[src/rtl/display_pkg.sv]
// Shared constants, snapshot payload and nibble helper for the display scan path.
package display_pkg;

  localparam int unsigned NUM_DIGITS = 4;
  localparam int unsigned NIB_W      = 4;
  localparam int unsigned VALUE_W    = NUM_DIGITS * NIB_W;
  localparam int unsigned IDX_W      = 2;

  localparam logic [NUM_DIGITS-1:0] ANODE_OFF      = 4'b1111;
  localparam bit                    SEG_ACTIVE_LOW = 1'b1;

  // One frame's worth of display content, captured atomically at frame end
  typedef struct packed {
    logic [VALUE_W-1:0]    value;
    logic [NUM_DIGITS-1:0] point;
    logic                  lz;
  } snap_t;

  // Select hex digit idx (digit 0 is the least-significant nibble)
  function automatic logic [NIB_W-1:0] nibble_sel(input logic [VALUE_W-1:0] value,
                                                  input logic [IDX_W-1:0]   idx);
    return value[{idx, 2'b00} +: NIB_W];
  endfunction

endpackage

[src/rtl/display_refresh_counter.sv]
// Free-running slot counter: counts 0..REFRESH_DIV-1 and strobes on the last cycle.
module display_refresh_counter #(
  parameter int unsigned REFRESH_DIV = 50000,
  parameter int unsigned CNT_W       = $clog2(REFRESH_DIV)
) (
  input  logic             clk,
  input  logic             rst,
  output logic [CNT_W-1:0] o_cnt,
  output logic             o_slot_end_c
);

  logic [CNT_W-1:0] r_cnt;

  assign o_slot_end_c = (r_cnt == CNT_W'(REFRESH_DIV - 1));
  assign o_cnt        = r_cnt;

  // Slot counter with wrap at the end of each slot
  always_ff @(posedge clk) begin
    if (rst) begin
      r_cnt <= '0;
    end else if (o_slot_end_c) begin
      r_cnt <= '0;
    end else begin
      r_cnt <= r_cnt + CNT_W'(1);
    end
  end

endmodule

[src/rtl/display_scan_mux.sv]
// Scans a snapshotted 4-digit hex value onto one shared decoder with guard time
// between digits and optional leading-zero blanking.
module display_scan_mux
  import display_pkg::*;
#(
  parameter int unsigned REFRESH_DIV  = 50000,
  parameter int unsigned GUARD_CYCLES = 500
) (
  input  logic                  clk,
  input  logic                  rst,
  input  logic [VALUE_W-1:0]    value,
  input  logic [NUM_DIGITS-1:0] point_mask,
  input  logic                  lz_blank,
  output logic [NIB_W-1:0]      data,
  output logic                  point,
  output logic [NUM_DIGITS-1:0] an
);

  localparam int unsigned CNT_W = $clog2(REFRESH_DIV);

  logic [CNT_W-1:0]      w_cnt;
  logic                  w_slot_end;
  logic                  w_guard;
  logic                  w_blank;
  logic [VALUE_W-1:0]    w_upper;
  logic [NIB_W-1:0]      w_data;
  logic                  w_point;
  logic [NUM_DIGITS-1:0] w_an;

  logic [IDX_W-1:0]      r_idx;
  snap_t                 r_snap;
  logic [NIB_W-1:0]      r_data;
  logic                  r_point;
  logic [NUM_DIGITS-1:0] r_an;

  display_refresh_counter #(
    .REFRESH_DIV (REFRESH_DIV),
    .CNT_W       (CNT_W)
  ) u_refresh_counter (
    .clk          (clk),
    .rst          (rst),
    .o_cnt        (w_cnt),
    .o_slot_end_c (w_slot_end)
  );

  // Guard phase; with no guard time the digit is enabled for the whole slot
  generate
    if (GUARD_CYCLES == 0) begin : g_no_guard
      assign w_guard = 1'b0;
    end else begin : g_guard
      assign w_guard = (w_cnt < CNT_W'(GUARD_CYCLES));
    end
  endgenerate

  // Digit index advances once per slot and wraps 3 -> 0
  always_ff @(posedge clk) begin
    if (rst) begin
      r_idx <= '0;
    end else if (w_slot_end) begin
      r_idx <= r_idx + IDX_W'(1);
    end
  end

  // Capture inputs on the last cycle of a frame so a frame is never torn
  always_ff @(posedge clk) begin
    if (rst) begin
      r_snap <= '0;
    end else if (w_slot_end && (r_idx == IDX_W'(NUM_DIGITS - 1))) begin
      r_snap.value <= value;
      r_snap.point <= point_mask;
      r_snap.lz    <= lz_blank;
    end
  end

  // Next output values from the current slot state and snapshot
  always_comb begin
    w_upper = '0;
    w_blank = 1'b0;
    w_data  = '0;
    w_point = 1'b1;
    w_an    = ANODE_OFF;

    // Digits idx..3 are all zero exactly when the value shifted down by idx nibbles is zero
    w_upper = r_snap.value >> {r_idx, 2'b00};
    w_blank = r_snap.lz && (r_idx != '0) && (w_upper == '0);

    w_data  = nibble_sel(r_snap.value, r_idx);
    w_point = SEG_ACTIVE_LOW ? ~r_snap.point[r_idx] : r_snap.point[r_idx];
    if (!(w_guard || w_blank)) begin
      w_an = ~(NUM_DIGITS'(1) << r_idx);
    end
  end

  // Registered decoder and anode drive
  always_ff @(posedge clk) begin
    if (rst) begin
      r_data  <= '0;
      r_point <= 1'b1;
      r_an    <= ANODE_OFF;
    end else begin
      r_data  <= w_data;
      r_point <= w_point;
      r_an    <= w_an;
    end
  end

  assign data  = r_data;
  assign point = r_point;
  assign an    = r_an;

endmodule

[config.mk]
export PLATFORM = sky130hd
export DESIGN_NAME = display_scan_mux
export DESIGN_NICKNAME = d
export VERILOG_FILES = /design/src/rtl/display_pkg.sv /design/src/rtl/display_refresh_counter.sv /design/src/rtl/display_scan_mux.sv
export SDC_FILE = /design/constraint.sdc
export NUM_CORES = 1
export LEC_CHECK = 0
export BUFFER_PORTS_ARGS = -buffer_cell sky130_fd_sc_hd__buf_2
export CAP_MARGIN = 10
export CORE_ASPECT_RATIO = 1.5
export CORE_MARGIN = 10
export CORE_UTILIZATION = 60
export CTS_CLUSTER_SIZE = 10
export DETAILED_ROUTE_END_ITERATION = 7
export GPL_ROUTABILITY_DRIVEN = 0
export PLACE_DENSITY = 0.87
export SLEW_MARGIN = 20
export SYNTH_ARGS = -nofsm -noshare
export SYNTH_HDL_FRONTEND = slang
export SYNTH_SLANG_ARGS = --single-unit
[constraint.sdc]
create_clock -name clk -period 2.95 [get_ports clk]
set_input_delay 0.1475 -clock clk [delete_from_list [all_inputs] [get_ports clk]]
set_output_delay 0.1475 -clock clk [all_outputs]
set_load 0.01 [all_outputs]
# Word-level counts from Yosys, hierarchy flattened
# Cells that the tools add are included.
[classes]
add_sub_neg = 2
shift = 3
magnitude_cmp = 2
n_reduce_logical = 8
n_eq_ne = 2
muxes = 2
n_bitwise = 2
[op_table]
columns = ["cell", "n"]
rows = [
  ["$add A16 B1 Y16 const B", 1],
  ["$eq A16 B16 Y1 const B", 1],
  ["$logic_not A16 Y1", 1],
  ["$lt A16 B9 Y1 const B", 1],
  ["$shiftx A16 B5 Y4", 1],
  ["$shr A16 B4 Y16", 1],
  ["$not A4 Y4", 1],
  ["$reduce_or A2 Y1", 2],
  ["$shl A1 B2 Y4 const A", 1],
  ["$logic_and A1 B1 Y1", 3],
  ["$lt A2 B3 Y1 const B", 1],
  ["$add A2 B1 Y2 const B", 1],
  ["$bmux W1 S2", 1],
  ["$eq A2 B2 Y1 const B", 1],
  ["$reduce_bool A2 Y1", 1],
  ["$logic_or A1 B1 Y1", 1],
  ["$mux W1", 1],
  ["$not A1 Y1", 1],
]
[word_totals]
in_bits = 23
word_cells = 29
register_bits = 48

# Depth between registers and ports, before layout
[depth]
depth_word = 5
mapped_depth = 7
depth_no_buf = 6

# Hierarchy
# From an unflattened synthesis, not the netlist that was laid out.
[unflattened]
cells_unflattened = 224
area_unflattened_um2 = 2015.7
[modules_own_cells]
columns = ["mod", "area_per_inst_um2", "instances", "cells_each"]
rows = [
  ["display_scan_mux", 1305.0, 1, 143],
  ["display_refresh_counter", 710.7, 1, 81],
]

# Worst setup path before layout
# No wires, ideal clock.
[synth_timing]
kind = "register to register"
startpoint = "register r_idx[0]"
endpoint = "register r_an[3] (netlist: an[3])"
synth_period_minus_slack_ns = 2.004
arrival_time_ns = 1.942
path_stages_with_launch = 6
path_slack_ns = 0.946
path_cell_list = "dfxtp_1 > clkbuf_1 > mux4_2 > or2_2 > a2111o_1 > nand3_1"
[synth_via]
elab_chain_cells = 5
word_cells_on_any_way = 9
classes_between = "shift: 2; bitwise: 1; reduce/logical: 6"
[synth_lines]
columns = ["element", "line_no", "text"]
rows = [
  ["start: declaration", "display_scan_mux.sv:30", "logic [IDX_W-1:0] r_idx;"],
  ["start signal: assignment", "display_scan_mux.sv:60", "r_idx <= r_idx + IDX_W'(1);"],
  ["$shr A16 B4 Y16 / $reduce_bool A2 Y1 (equally long branches)", "display_scan_mux.sv:84, display_scan_mux.sv:85", ""],
  ["$logic_not A16 Y1 / $logic_and A1 B1 Y1 (equally long branches)", "display_scan_mux.sv:85", "w_blank = r_snap.lz && (r_idx != '0) && (w_upper == '0);"],
  ["$logic_and A1 B1 Y1", "display_scan_mux.sv:85", ""],
  ["$logic_or A1 B1 Y1", "display_scan_mux.sv:89", "if (!(w_guard || w_blank)) begin"],
  ["$reduce_or A2 Y1 (no source line)", "-", ""],
  ["end signal: assignment", "display_scan_mux.sv:103", "r_an <= w_an;"],
  ["end: declaration", "display_scan_mux.sv:34", "logic [NUM_DIGITS-1:0] r_an;"],
]
# Parallel ways exist; a longest one is shown, timed or not.
# A chain may end at the register's enable or synchronous reset.

# Worst setup path after layout
[layout_timing]
startpoint = "register u_refresh_counter.r_cnt[12] (netlist: u_refresh_counter.o_cnt[12])"
endpoint = "register u_refresh_counter.r_cnt[14] (netlist: u_refresh_counter.o_cnt[14])"
[layout_via]
elab_chain_cells = 2
word_cells_on_any_way = 3
classes_between = "add/sub: 1; eq/ne: 1; reduce/logical: 1"
[layout_lines]
columns = ["element", "line_no", "text"]
rows = [
  ["start: declaration", "display_refresh_counter.sv:12", "logic [CNT_W-1:0] r_cnt;"],
  ["start signal: assignment", "display_refresh_counter.sv:24", "r_cnt <= r_cnt + CNT_W'(1);"],
  ["branches (longest 2 deep; another with $add A16 B1 Y16)", "-", ""],
]
# Parallel ways; which one is timed is not known.

==> reports/results.txt <==
Post-Layout Cell Count = 297
maximum vdd ir drop = 368 uV
Design Area, Final = 0.00235 sq mm
Switching Power = 0.226 mW
Vias/cell = 6.20
vias in the first global route = 1,755
Post-synth EDFFs = 0
Die Height = 93.4 um
Final nets = 283
dpl ws = 0.804 ns
CP Data Required Time = 3.14 ns
Pwr Total = 1.05 mW
Synth area leaders = dfxtp_1 45%, nand4_1 7.8%, a21oi_1 5.8%
Sw Share = 21.5%
crit end category = register
startpoint type of the worst setup path = register
final hold slack = 0.0974 ns
DR iter-0 viols = 80
Worst Hold Class = in -> reg
max-cap check violation count = 0
Clock Power Share = 35.1%
RSZ-0062 raised after global routing = false
via count = 1,841
Leak Pwr = 0.819 nW
Final Hold Viols = 0
Async SR Flop Fraction = 0%
port bufs = 31
final core occ = 68.3%
syn nets = 260
DP Wirelength = 3560 um
die footprint = 0.00643 sq mm
prevailing post-synth register cell = dfxtp_1
status = complete, no violations
Residual DRC = 0
largest area contributor in the netlist = dfxtp_1
Post-CTS Setup Bufs = 0
Seq/Total Area, Yosys = 44.6%
post-synthesis register bit count = 48
kind of critical path = reg -> reg
layout cells sized above 1 = 20.8%
yosys warns = 0
drt first pass iters = 4
Syn Area/Cell = 9.28 sq um
final worst slack = 0.793 ns
Starting Density = 62.4%
first-pass GRT wire length = 8030 um
remaining global-route overflow = 0
clk slew on worst S/H paths = 0.08 ns
Die Width = 68.9 um
Total GRT Usage = 16.1%
Arr. time, crit path = 2.34 ns
core area = 0.00345 sq mm
Sequential Power Share = 62.2%
Worst Path Max Fanout = 25
Mapped Area = 0.00215 sq mm
largest net degree at the start of global routing = 26
Logic pwr share = 2.7%
average wire per standard cell = 16.5 um
Post-synth top cells = 48 x dfxtp_1, 27 x nand4_1, 25 x a21oi_1, 18 x nor2_1, 16 x o21ai_1
Slew HR = 60.5%
skew final = 0.00526 ns
minimum clock period after layout = 2.16 ns
initial antenna violation count = 0
clk buf depth = 2
Worst Max-Slew Pin Slew = 0.592 ns
Syn Inst Count = 232
dpl cell area = 0.00228 sq mm
# IOs = 32
CTS tree = yes
fin crit share = 73.1%
top-count cell post-synth = dfxtp_1
Placed Instances = 290
synth-to-layout area growth = 9.36%
CTS resizes = 0
total wire length = 4890 um
Yosys top cell area share = 44.6%
Clock Latency Late Sink = 0.30 ns
H-Tree Level Count = 2
CTS sink count = 48
Yosys cell types = 36
Max Freq = 0.464 GHz
Pwr Density = 446 mW/mm^2
Internal Power = 0.826 mW
hold_buf cts = 0
CTS buffer count = 5
Site Rows = 26
clk root buf = clkbuf_8
n_diodes = 0
max-slew violations = 0
Final Setup Violations = 0
setup TNS = 0 ns
Antenna Nets Post-Route = 0
==> metal layers <==
| metal | track usage (%) | wire length (um) |
|---|---|---|
| met5 | 0 | 0 |
| met1 | 16.9 | 1870 |
| met2 | 28.4 | 2680 |
| met4 | 7.43 | 119 |
| met3 | 4.18 | 224 |
==> worst paths after layout <==
path                                               start                                      to  slack, ns  cells after the start
setup / recovery  u_refresh_counter.o_cnt[12]$_SDFF_PP0_  u_refresh_counter.o_cnt[14]$_SDFF_PP0_       0.79                      4
hold / removal                                  value[0]                  r_snap[5]$_SDFFE_PP0P_        0.1                      3
setup reg to reg  u_refresh_counter.o_cnt[12]$_SDFF_PP0_  u_refresh_counter.o_cnt[14]$_SDFF_PP0_       0.79                      4
hold reg to reg    u_refresh_counter.o_cnt[0]$_SDFF_PP0_   u_refresh_counter.o_cnt[0]$_SDFF_PP0_       0.46                      1
==> critical path: stages (launching register included) <==
cell and delay [ns]:
dfxtp_1 0.34, or4_4 0.57, or4_4 0.72, nand2_2 0.31, nor2_1 0.09
==> layout by cell type, fill, tap and decap left out, drive strengths merged <==
cell     netlist  layout
buf            9      34
clkinv         0       1
and3           3       3
nor4           6       6
ha             5       5
nor3           2       2
o211ai         2       2
or4b           1       1
o2111ai        1       1
clkbuf         9       6
o31ai          1       1
o41ai          1       1
or4            3       3
nand2          9       9
and4           1       1
or2            1       1
dfxtp         48      48
xnor2          7       7
mux4           5       5
xor2           6       6
a21oi         25      25
or3            2       2
nor2          18      18
nand3          8       8
a2111o         1       1
inv            5       5
nand4         27      27
o21ai         22      22
and2           4       4
==> logic make-up (layout without fill, tap and decap cells) <==
family / Yosys count / count (layout) / synth area share (%)
muxes: 5 / 5 / 5.23
buffers and inverters: 23 / 46 / 6.04
DFF: 48 / 48 / 44.6
AOI/OAI and AO/OA: 53 / 53 / 13.5
xor gates and xnor gates: 13 / 13 / 5.64
adders and majority gates: 5 / 5 / 2.91
and+or+nand+nor: 85 / 85 / 22.1
==> registers in the layout, indices dropped and copies added (netlist names) <==
register and cells:
r_snap 21, an 4, u_refresh_counter.o_cnt 16, r_idx 2
data 4, point 1
==> layout make-up <==
cell class | instances | area, sq um
Clock buffer | 6 | 72.6
Clock inverter | 1 | 5.00
Fill cell | 299 | 1090
Inverter | 5 | 18.8
Multi-Input combinational cell | 161 | 1070
Sequential cell | 48 | 961
Tap cell | 42 | 52.6
Timing Repair Buffer | 34 | 178
==> power by group through the flow <==
| stage | clock, mW | combinational, mW | sequential [mW] |
|---|---|---|---|
| 6_report | 0.369 | 0.0288 | 0.654 |
| 5_1_grt | 0.400 | 0.0329 | 0.655 |
| 4_1_cts | 0.371 | 0.0290 | 0.654 |
| 3_5_place_dp | 0 | 0.0288 | 0.669 |
| 3_3_place_gp | 0 | 0.0282 | 0.669 |
| 2_1_floorplan | 0 | 0.0139 | 0.669 |
(Power assumes the default switching activity.)
